--- src/rtl/add_jump_unit_core_pkg.sv ---
// Shared CPU definitions for the fetch-path address units.
package cpu_pkg;

    localparam int ADDR_W       = 32;
    localparam int OFFSET_SHIFT = 2;

    typedef logic [ADDR_W-1:0] addr_t;

    // Word offset to byte offset; bits shifted past the MSB are dropped.
    function automatic addr_t scale_offset(input addr_t offset);
        return addr_t'(offset << OFFSET_SHIFT);
    endfunction

endpackage

--- src/rtl/add_jump_unit_core_if.sv ---
// Request/result bundle between the fetch stage and the branch-target unit.
interface add_jump_unit_core_if;
    import cpu_pkg::*;

    logic  branch_command;
    addr_t sign_extand;
    addr_t pc_addr;
    addr_t jump_addr;
    logic  jump_taken;

    modport master (
        output branch_command,
        output sign_extand,
        output pc_addr,
        input  jump_addr,
        input  jump_taken
    );

    modport slave (
        input  branch_command,
        input  sign_extand,
        input  pc_addr,
        output jump_addr,
        output jump_taken
    );

endinterface

--- src/rtl/add_jump_unit_core_branch_target_calc.sv ---
// Combinational branch target: PC plus the word-scaled signed offset.
module branch_target_calc
    import cpu_pkg::*;
(
    input  addr_t pc,
    input  addr_t offset,
    output addr_t target
);

    // Carry-out is discarded, so targets wrap modulo 2^ADDR_W.
    assign target = pc + scale_offset(offset);

endmodule

--- src/rtl/add_jump_unit_core.sv ---
// Registered next-address unit: branch target when branching, PC otherwise.
module add_jump_unit_core
    import cpu_pkg::*;
(
    input  logic                 clk,
    input  logic                 rst,
    add_jump_unit_core_if.slave  bus
);

    addr_t target;
    addr_t next_addr;

    branch_target_calc u_target (
        .pc     (bus.pc_addr),
        .offset (bus.sign_extand),
        .target (target)
    );

    assign next_addr = bus.branch_command ? target : bus.pc_addr;

    always_ff @(posedge clk) begin
        if (rst) begin
            bus.jump_addr  <= '0;
            bus.jump_taken <= 1'b0;
        end else begin
            bus.jump_addr  <= next_addr;
            bus.jump_taken <= bus.branch_command;
        end
    end

endmodule

--- src/flat_wrapper.sv ---
// flat-port wrapper written by rule: the top's interface ports become plain ports
module add_jump_unit_core_flat import cpu_pkg::*;
  (clk, rst, bus_branch_command, bus_sign_extand, bus_pc_addr, bus_jump_addr, bus_jump_taken);
  add_jump_unit_core_if bus_i ();
  input  logic clk;
  input  logic rst;
  input wire logic [$bits(bus_i.branch_command)-1:0] bus_branch_command;
  input wire logic [$bits(bus_i.sign_extand)-1:0] bus_sign_extand;
  input wire logic [$bits(bus_i.pc_addr)-1:0] bus_pc_addr;
  output wire logic [$bits(bus_i.jump_addr)-1:0] bus_jump_addr;
  output wire logic [$bits(bus_i.jump_taken)-1:0] bus_jump_taken;
  assign bus_i.branch_command = bus_branch_command;
  assign bus_i.sign_extand = bus_sign_extand;
  assign bus_i.pc_addr = bus_pc_addr;
  assign bus_jump_addr = bus_i.jump_addr;
  assign bus_jump_taken = bus_i.jump_taken;
  add_jump_unit_core u_core (.clk(clk), .rst(rst), .bus(bus_i));
endmodule
--- config.mk ---
export PLATFORM = sky130hd
export DESIGN_NAME = add_jump_unit_core_flat
export DESIGN_NICKNAME = d
export VERILOG_FILES = /design/src/rtl/add_jump_unit_core_pkg.sv /design/src/rtl/add_jump_unit_core_if.sv /design/src/rtl/add_jump_unit_core_branch_target_calc.sv /design/src/rtl/add_jump_unit_core.sv /design/src/flat_wrapper.sv
export SDC_FILE = /design/constraint.sdc
export NUM_CORES = 1
export LEC_CHECK = 0
export CAP_MARGIN = 20
export CORE_MARGIN = 4
export CORE_UTILIZATION = 30
export DETAILED_ROUTE_END_ITERATION = 10
export MAX_ROUTING_LAYER = met4
export PLACE_DENSITY = 0.65
export SLEW_MARGIN = 20
export SYNTH_ARGS = -nofsm -noshare
export SYNTH_HDL_FRONTEND = slang
export SYNTH_HIERARCHICAL = 1
export SYNTH_SLANG_ARGS = --single-unit
export TNS_END_PERCENT = 30
--- constraint.sdc ---
create_clock -name clk -period 2.9 [get_ports clk]
set_input_delay 0.58 -clock clk [delete_from_list [all_inputs] [get_ports clk]]
set_output_delay 0.58 -clock clk [all_outputs]
set_load 0.01 [all_outputs]
==> flow_summary_export.csv <==
group,metric,value,unit
outcome,status,"finished, final reports clean",
timing,worst_slew_pin_slew,650,ps
pwr,p_per_area,414,nW/um^2
floorplanning,rows,35,
floorplanning,io_pins,100,
floorplanning,dieHeight,105,microns
timing,fin_crit,2840,ps
yosys,synth_edf_count,0,
floorplanning,die_area,11000,sq um
cts,clockBufferDepth,2,
timing,hold_viol_final,0,
global_routing,antenna_found_initial,0,
cts,cts_root_buffer,"clkbuf_8",
placed_design,preCtsSetupSlack,-447,ps
final_layout,final_util,0.486,
timing,slew_viol_final,0,
yosys,syn_nets,430,
timing,fmax,0.353,GHz
routing,via_per_inst,4.88,
yosys,synth_cell_types,53,
timing,setup_slack,64.7,ps
yosys,ys.flop_type,"dfxtp_1",
floorplanning,coreArea,9200,sq um
placed_design,place_inst,578,
pwr,total_power,1.85,mW
timing,relSlewSlack,0.567,
floorplanning,die_x,105,microns
job,cap_viol_max_count,0,
routing,vias,2870,
cts,path_clk_slew,70,ps
pwr,ir_worst_vdd,0.000182,V
worst_setup_path,required,3130,ps
routing,drc_errors,0,
final_layout,antenna_cells,0,
worst_setup_path,path_class,"input pin to flop",
yosys,postSynthAreaPerCell,8.44,sq um
routing,drt_wl_total,8510,microns
final_layout,stdcell_count,588,
cts,cts.sinks,33,
pwr,leakagePower,2.05,nW
worst_setup_path,cp-end-kind,"flop",
timing,finalCritPeriodShare,0.978,
routing,avgRoutedWirePerCell,14.5,microns
worst_setup_path,crit_path_max_incr_delay,520,ps
final_layout,layout_common_cells,"clkdlybuf4s50_1, buf_4, nor2_1",
cts,numCtsBuffers,5,
placed_design,place.gp.congestion,0.891,
yosys,netlist_area,2810,sq um
global_routing,grt_pass1_wl,13400,microns
placed_design,dp_hpwl,6750,microns
global_routing,grt_pass1_vias,2899,
placed_design,io_buffers,97,
routing,drt_pre_antenna_iters,4,
global_routing,grt.overflow.total,0,
yosys,yosysWarnings,6,
hold_path,hp-class,"input pin to flop",
yosys,seq_area_frac_synth,0.235,
final_layout,final_common_cell,"clkdlybuf4s50_1",
routing,drt-initial-drc-count,103,
final_layout,drive_gt1_frac,0.203,
cts,ctsHoldBuffers,0,
worst_setup_path,crit_fanout,3,
global_routing,track_usage,0.153,
floorplanning,start_util,0.305,
worst_setup_path,arrival,3060,ps
cts,cts_tree,"yes",
final_layout,n_fill_cell,859,
routing,ant_nets,0,
global_routing,grt_max_degree,34,
yosys,syn-instance-count,333,
worst_setup_path,slowest_stage,"clkdlybuf4s50_1",
worst_setup_path,worstSetupStartpointType,"input pin",
final_layout,nNetsFinal,573,
timing,final-setup-viol-count,0,
worst_setup_path,crit_chain,"clkdlybuf4s50_1 > ha_4 > a21oi_2 > o21ai_1 > or3_4 > o211ai_4 > o21ai_2 > or4b_1 > nand4_1 > mux2i_1 > nor2_1",
yosys,ys_seq_elements,33,
yosys,synthArstFlopShare,0,
cts,htree_levels,2,
final_layout,area_delta_synth_final,59.1,%
==> state kept, by name, summed over array words and instances, names as in the netlist <==
name / count
u_core/bus.jump_addr: 32
u_core/bus.jump_taken: 1
==> critical path, delay by kind of cell <==
family | cells | cell delay (ps)
fa+ha+maj | 1 | 230
compound gates | 4 | 610
mux | 1 | 70
simple gates | 4 | 1050
buf+inv | 1 | 520
==> cells by family (layout without fill, tap and decap cells) <==
logic type,count (synthesis),in the layout,share of synthesized area
XOR/XNOR,24,24,0.0748
AO/OA/AOI/OAI,89,89,0.213
flip-flops,33,33,0.235
AND/OR/NAND/NOR,97,97,0.160
multiplexers,34,34,0.121
buffers and inverters,26,170,0.0592
adder cells (fa/ha/maj),30,30,0.136
==> layout make-up <==
type / count / area (sq um) / share of cell area
clock buffers: 5 / 68.8 / 0.0154
clock inverters: 3 / 65.1 / 0.0146
inverters: 10 / 37.5 / 0.00840
multi-input cells: 274 / 2100 / 0.470
flip-flops and latches: 33 / 661 / 0.148
well taps: 111 / 139 / 0.0311
repair buffers: 152 / 1400 / 0.313
==> per-stage QoR <==
step | instance area, sq um | hold WS, ps | TNS [ps]
after floorplan | 2810 | 724 | 0
after global placement | 4180 | 1190 | -4230
after detailed placement | 4180 | 1200 | -4910
after CTS | 4340 | 886 | -0.766
after global routing | 4470 | 613 | -12.3
final | 4470 | 568 | 0
==> final timing paths <==
check / from / depth (start not counted) / endpoint
worst max-delay path: bus_sign_extand[6] / 11 / u_core/bus.jump_addr[31]
worst min-delay path: bus_pc_addr[2] / 3 / u_core/bus.jump_addr[2]
==> cell usage after synthesis, types with 4 or more instances <==
| master | instances | area [sq um] |
|---|---|---|
| clkbuf_1 | 6 | 22.5 |
| inv_1 | 10 | 37.5 |
| mux2i_1 | 34 | 340 |
| a21oi_1 | 32 | 160 |
| o21ai_0 | 12 | 60.1 |
| buf_2 | 4 | 20.0 |
| dfxtp_1 | 33 | 661 |
| ha_1 | 29 | 363 |
| xnor2_1 | 16 | 140 |
| nand2_1 | 21 | 78.8 |
| nand4_1 | 9 | 56.3 |
| xor2_1 | 8 | 70.1 |
| a21o_1 | 10 | 75.1 |
| nor2_1 | 46 | 173 |
==> per-layer routing <==
layer,vias up,wire (microns),global-route usage
met1,1305,3780,0.182
li1,1476,-,-
met2,76,4160,0.260
met5,-,0,-
met3,13,376,0.0284
met4,0,190,0.0515
==> power breakdown <==
part | switching, mW | internal, mW | leakage [nW]
Clock | 0.189 | 0.342 | 0.0681
Sequential | 0.0123 | 0.501 | 0.275
Combinational | 0.362 | 0.445 | 1.70
Total | 0.563 | 1.29 | 2.05
==> timing repair <==
item	CTS	global route
endpoints found under the hold margin	0	0
pin swaps	8	12
resized for setup	3	27
setup endpoints to repair	5	16
buffers inserted	1	1
Note: power is estimated with default switching activity, not from simulation.
